==> src/rtl/mem_arbiter.sv <==
// Two-port memory arbiter: the data port wins unless the fetch port has been passed over
// MAX_D_STREAK times in a row. Only one transaction is in flight, with an optional ack timeout.
module mem_arbiter #(
  parameter int unsigned AW           = 32,
  parameter int unsigned DW           = 32,
  parameter int unsigned MAX_D_STREAK = 4,
  parameter int unsigned TIMEOUT      = 64
) (
  input  logic            clk,
  input  logic            rst_n,
  input  logic            if_req,
  input  logic [AW-1:0]   if_addr,
  output logic            if_ack,
  output logic            if_err,
  output logic [DW-1:0]   if_rdata,
  input  logic            d_req,
  input  logic            d_we,
  input  logic [DW/8-1:0] d_be,
  input  logic [AW-1:0]   d_addr,
  input  logic [DW-1:0]   d_wdata,
  output logic            d_ack,
  output logic            d_err,
  output logic [DW-1:0]   d_rdata,
  output logic            mem_req,
  output logic            mem_we,
  output logic [DW/8-1:0] mem_be,
  output logic [AW-1:0]   mem_addr,
  output logic [DW-1:0]   mem_wdata,
  input  logic [DW-1:0]   mem_rdata,
  input  logic            mem_ack
);

  localparam int unsigned   SW        = $clog2(MAX_D_STREAK + 2);
  localparam int unsigned   TW        = $clog2(TIMEOUT + 2);
  localparam logic [SW-1:0] StreakMax = SW'(MAX_D_STREAK);
  localparam logic [TW-1:0] TmoMax    = TW'(TIMEOUT);

  typedef enum logic [1:0] {StIdle, StBusyIf, StBusyD} state_e;

  state_e            state_q, state_d;
  logic [SW-1:0]     streak_q, streak_d;
  logic [TW-1:0]     tmo_q, tmo_d;
  logic              mem_req_q, mem_req_d, mem_we_q, mem_we_d;
  logic [DW/8-1:0]   mem_be_q, mem_be_d;
  logic [AW-1:0]     mem_addr_q, mem_addr_d;
  logic [DW-1:0]     mem_wdata_q, mem_wdata_d;
  logic              if_ack_q, if_ack_d, if_err_q, if_err_d;
  logic [DW-1:0]     if_rdata_q, if_rdata_d;
  logic              d_ack_q, d_ack_d, d_err_q, d_err_d;
  logic [DW-1:0]     d_rdata_q, d_rdata_d;
  logic              starve, tmo_hit, grant_if, grant_d, done_ok, done_tmo;

  assign starve  = if_req && (streak_q == StreakMax);
  assign tmo_hit = (TIMEOUT != 0) && (tmo_q == TmoMax);

  always_ff @(posedge clk) begin
    if (!rst_n) begin
      state_q     <= StIdle;
      streak_q    <= '0;
      tmo_q       <= '0;
      mem_req_q   <= 1'b0;
      mem_we_q    <= 1'b0;
      mem_be_q    <= '0;
      mem_addr_q  <= '0;
      mem_wdata_q <= '0;
      if_ack_q    <= 1'b0;
      if_err_q    <= 1'b0;
      if_rdata_q  <= '0;
      d_ack_q     <= 1'b0;
      d_err_q     <= 1'b0;
      d_rdata_q   <= '0;
    end else begin
      state_q     <= state_d;
      streak_q    <= streak_d;
      tmo_q       <= tmo_d;
      mem_req_q   <= mem_req_d;
      mem_we_q    <= mem_we_d;
      mem_be_q    <= mem_be_d;
      mem_addr_q  <= mem_addr_d;
      mem_wdata_q <= mem_wdata_d;
      if_ack_q    <= if_ack_d;
      if_err_q    <= if_err_d;
      if_rdata_q  <= if_rdata_d;
      d_ack_q     <= d_ack_d;
      d_err_q     <= d_err_d;
      d_rdata_q   <= d_rdata_d;
    end
  end

  always_comb begin
    state_d  = state_q;
    grant_if = 1'b0;
    grant_d  = 1'b0;
    done_ok  = 1'b0;
    done_tmo = 1'b0;
    unique case (state_q)
      StIdle: begin
        // No grant while an ack is out: the acked requester still shows its stale req, and
        // pausing both ports lets a streaming data requester keep its turn.
        if (!(if_ack_q || d_ack_q)) begin
          if (d_req && !starve) begin
            grant_d = 1'b1;
            state_d = StBusyD;
          end else if (if_req) begin
            grant_if = 1'b1;
            state_d  = StBusyIf;
          end
        end
      end
      StBusyIf, StBusyD: begin
        if (tmo_hit) begin
          done_tmo = 1'b1;
          state_d  = StIdle;
        end else if (mem_ack) begin
          done_ok = 1'b1;
          state_d = StIdle;
        end
      end
      default: state_d = StIdle;
    endcase
  end

  always_comb begin
    streak_d    = streak_q;
    tmo_d       = tmo_q;
    mem_req_d   = mem_req_q;
    mem_we_d    = mem_we_q;
    mem_be_d    = mem_be_q;
    mem_addr_d  = mem_addr_q;
    mem_wdata_d = mem_wdata_q;
    if_ack_d    = 1'b0;
    if_err_d    = if_err_q;
    if_rdata_d  = if_rdata_q;
    d_ack_d     = 1'b0;
    d_err_d     = d_err_q;
    d_rdata_d   = d_rdata_q;
    if (grant_d) begin
      mem_req_d   = 1'b1;
      mem_we_d    = d_we;
      mem_be_d    = d_be;
      mem_addr_d  = d_addr;
      mem_wdata_d = d_wdata;
      tmo_d       = '0;
      if (streak_q != StreakMax) streak_d = streak_q + SW'(1);
    end
    if (grant_if) begin
      mem_req_d   = 1'b1;
      mem_we_d    = 1'b0;
      mem_be_d    = '1;
      mem_addr_d  = if_addr;
      mem_wdata_d = '0;
      tmo_d       = '0;
      streak_d    = '0;
    end
    if ((state_q != StIdle) && !mem_ack && !tmo_hit && (TIMEOUT != 0)) tmo_d = tmo_q + TW'(1);
    if (done_ok || done_tmo) begin
      mem_req_d = 1'b0;
      if (state_q == StBusyIf) begin
        if_ack_d   = 1'b1;
        if_err_d   = done_tmo;
        if_rdata_d = done_ok ? mem_rdata : '0;
      end else begin
        d_ack_d   = 1'b1;
        d_err_d   = done_tmo;
        d_rdata_d = (done_ok && !mem_we_q) ? mem_rdata : '0;
      end
    end
  end

  assign mem_req   = mem_req_q;
  assign mem_we    = mem_we_q;
  assign mem_be    = mem_be_q;
  assign mem_addr  = mem_addr_q;
  assign mem_wdata = mem_wdata_q;
  assign if_ack    = if_ack_q;
  assign if_err    = if_err_q;
  assign if_rdata  = if_rdata_q;
  assign d_ack     = d_ack_q;
  assign d_err     = d_err_q;
  assign d_rdata   = d_rdata_q;

endmodule

==> config.mk <==
export PLATFORM = sky130hd
export DESIGN_NAME = mem_arbiter
export DESIGN_NICKNAME = d
export VERILOG_FILES = /design/src/rtl/mem_arbiter.sv
export SDC_FILE = /design/constraint.sdc
export NUM_CORES = 1
export LEC_CHECK = 0
export CAP_MARGIN = 40
export CORE_MARGIN = 4
export CORE_UTILIZATION = 41
export DETAILED_ROUTE_END_ITERATION = 10
export PLACE_DENSITY = 0.85
export SLEW_MARGIN = 20
export SYNTH_ARGS = -nofsm -noshare
export SYNTH_HDL_FRONTEND = slang
export SYNTH_SLANG_ARGS = --single-unit
==> constraint.sdc <==
create_clock -name clk -period 2.5 [get_ports clk]
set_input_delay 0.5 -clock clk [delete_from_list [all_inputs] [get_ports clk]]
set_output_delay 0.5 -clock clk [all_outputs]
set_load 0.01 [all_outputs]
==> flow_summary_export.csv <==
group,metric,value,unit
pwr,ir_worst_vdd,0.560,mV
sta,setup_ws,0.316,ns
logic_synthesis,ys.flop_type,"dfxtp_1",
cells_and_area,n_antenna_cell,0,
logic_synthesis,yosys-mux-area-fraction,0.346,%
logic_synthesis,ys_warn_count,0,
cells_and_area,drive_gt1_share,8.42,%
logic_synthesis,synth.most_common_cell,"dfxtp_1",
cells_and_area,area_growth,60.2,%
logic_synthesis,synth.distinct_cells,44,
detailed_routing,ant_nets,0,
cts,cts_root_buf,"clkbuf_16",
detailed_routing,wl,18000,um
setup_path,r2r-end,"mem_addr[14]",
setup_path,r2r-start,"state_q[1]",
global_route,grt_overflow,0,
cts,cts_setup_buffers,0,
setup_path,critPathArrivalTime,2.53,ns
sta,finalSetupViolCount,0,
floorplan,die_y,127,um
global_route,grt_pass1_wl,28100,um
detailed_routing,avgViaCountPerCell,5.20,
global_route,grt_usage,21.6,%
setup_path,worst-setup-path-type,"register to register",
cts,clk_latency,0.41,ns
global_route,grt_pass1_vias,5425,
outcome,outcome,"completed",
sta,relSlewSlack,46.2,%
logic_synthesis,synth_area_per_cell,8.95,sq um
sta,fin_setup_tns,0,ns
floorplan,die_area,16100,sq um
logic_synthesis,syn_nets,790,
placed_design,dp_cells,1062,
logic_synthesis,synthTopCellsByCount,"dfxtp_1, nand2_1, a21oi_1",
detailed_routing,dr.pass1.iters,5,
logic_synthesis,synth_top_family_by_area,"compound AO/OA/AOI/OAI gates",
logic_synthesis,syn_area,5780,sq um
logic_synthesis,synth_top_area_share,51.9,%
logic_synthesis,synth_compound_area_share,24.6,%
logic_synthesis,synth_fa_ha_area_share,1.30,%
logic_synthesis,ys_seq_area_share,51.9,%
global_route,grt_max_degree,70,
min_path,hold_path_class,"input pin to register",
cts,clockBufferDepth,2,
cells_and_area,fin_nets,1045,
logic_synthesis,synth-async-reset-ratio,0,%
sta,period_minus_slack,2.18,ns
min_path,min_from,"rst_n",
setup_path,required,2.84,ns
sta,drv_slew,0,
logic_synthesis,synthXorXnorAreaFrac,0.303,%
logic_synthesis,synth_area_leaders,"dfxtp_1, nand2_1, a21oi_1",
cts,clk_pin_slew,0.06,ns
setup_path,critPathMaxFanout,18,
logic_synthesis,synth_edf_count,0,
placed_design,dp_hpwl,12700,um
global_route,antenna_found_initial,0,
placed_design,io_buffers,275,
sta,period_share,87.4,%
cts,ctsResizeCount,0,
pwr,power_density,760,nW/um^2
cts,cts_tree,"built",
detailed_routing,drt_iter0_markers,368,
floorplan,die_w,127,um
logic_synthesis,synth_top_cell_by_area,"dfxtp_1",
cts,cts.sinks,150,
setup_path,cp-end-kind,"register",
floorplan,coreArea,13800,sq um
cts,holdBufCountCts,0,
min_path,min_path_cells,3,
setup_path,reg2reg_setup_slack,0.32,ns
sta,worst_slew_pin_slew,0.806,ns
cells_and_area,finalNonFillerCells,1094,
logic_synthesis,ys_seq_elements,150,
pwr,leakagePower,3.50,nW
logic_synthesis,synth-simple-area-share,16.0,%
sta,hold_viol_final,0,
detailed_routing,wl_per_cell,16.5,um
placed_design,gp_congestion,0.801,
logic_synthesis,syn_inst,646,
sta,max_freq,458,MHz
sta,fin_worst_skew,0.00834,ns
cts,h-tree-depth,4,
detailed_routing,route.detailed.drc,0,
floorplan,fp-row-count,43,
detailed_routing,vias,5684,
min_path,holdPathEnd,"d_ack",
flow_run,drv_cap,0,
setup_path,start_kind,"register",
floorplan,initial_utilization,41.8,%
floorplan,top_level_ports,276,
setup_path,r2r_cells,6,
cts,cts_inserted_buffers,17,
sta,grt_setup_unrepaired,"false",
placed_design,place_ws,0.214,ns
## cell families after synthesis
family	count (synthesis)
xor+xnor	2
flops	150
simple gates	218
compound gates	206
mux	2
buf+inv	62
fa+ha+maj	6
## critical path, cell delays in order (launching register included)
cell and delay, ns:
dfxtp_1 0.31, inv_1 0.07, ha_1 0.28, or3b_1 0.41
nor2_2 0.65, o221ai_1 0.26, nor2_1 0.14
## cell type report
type,count,area (sq um)
repair buffers,289,2900
well taps,180,225
inverters,9,33.8
clock inverters,6,88.8
flip-flops and latches,150,3000
clock buffers,26,519
fillers,1097,4560
multi-input cells,434,2490
## routing by layer
metal	global-route usage (%)	vias up	wire length, um
met2	36.8	218	8900
met4	7.07	0	467
li1	-	2788	-
met1	25.6	2644	7230
met5	0	-	0
met3	7.20	34	1420
## sequential cells by signal, summed over array words and instances, names as in the netlist
signal,count
mem_wdata,32
d_err,1
d_ack,1
if_err,1
streak_q,3
if_ack,1
d_rdata,32
mem_be,4
mem_req,1
mem_we,1
state_q,2
mem_addr,32
tmo_q,7
if_rdata,32
## cells in the final DEF, fill, tap and decap left out, types with 2 or more instances in the layout
| cell | synthesis | final |
|---|---|---|
| a21oi_1 | 71 | 70 |
| nor4b_4 | 0 | 2 |
| a22o_1 | 32 | 32 |
| buf_4 | 1 | 10 |
| and3_1 | 3 | 2 |
| nand4_1 | 3 | 3 |
| clkinvlp_4 | 0 | 2 |
| buf_12 | 0 | 4 |
| a31oi_1 | 19 | 19 |
| nor3b_1 | 3 | 3 |
| clkdlybuf4s50_1 | 0 | 274 |
| a22oi_1 | 2 | 2 |
| clkbuf_16 | 0 | 17 |
| ha_1 | 6 | 6 |
| o211ai_1 | 2 | 2 |
| o221ai_1 | 17 | 17 |
| a211o_1 | 3 | 3 |
| clkbuf_8 | 0 | 6 |
| mux2i_1 | 2 | 2 |
| clkbuf_1 | 24 | 3 |
| a31o_2 | 22 | 22 |
| a31o_1 | 10 | 10 |
| nand2_1 | 146 | 146 |
| a21o_1 | 2 | 2 |
| bufinv_16 | 0 | 2 |
| o31ai_1 | 2 | 2 |
| dfxtp_1 | 150 | 150 |
| nor2b_1 | 5 | 5 |
| o21ai_0 | 19 | 19 |
| inv_1 | 9 | 9 |
| nor2_1 | 39 | 39 |
| nand3_1 | 7 | 6 |
| and2_1 | 2 | 2 |
## where the power goes
part	leakage (nW)	total (W)	internal [W]	switching (W)
registers	1.22	0.00277	0.00264	0.000133
clock network	0.293	0.00258	0.00163	0.000952
logic	1.98	0.00168	0.000857	0.000822
total	3.50	0.00704	0.00513	0.00191
## stage by stage
stage / instance area [sq um] / utilization, % / total power (W) / hold WS (ns)
after detailed placement: 8660 / 62.6 / 0.00451 / 0.446
after global placement: 8660 / 62.6 / 0.00448 / 0.441
after global routing: 9260 / 67.0 / 0.00737 / 0.436
final: 9260 / 67.0 / 0.00704 / 0.444
after CTS: 9260 / 67.0 / 0.00710 / 0.432
after floorplan: 5780 / - / 0.00361 / 0.438
## worst max path at each step
stage | startpoint | endpoint | slack [ns] | cells past startpoint
5_1_grt | state_q[1] | mem_addr[20] | 0.11 | 6
3_3_place_gp | d_req | mem_addr[27] | 0.26 | 5
3_5_place_dp | d_req | mem_addr[14] | 0.21 | 5
2_1_floorplan | state_q[0] | mem_addr[10] | 0.61 | 8
4_1_cts | state_q[1] | mem_addr[14] | 0.32 | 6
6_report | state_q[1] | mem_addr[14] | 0.32 | 6
Note: power is estimated with default switching activity, not from simulation.
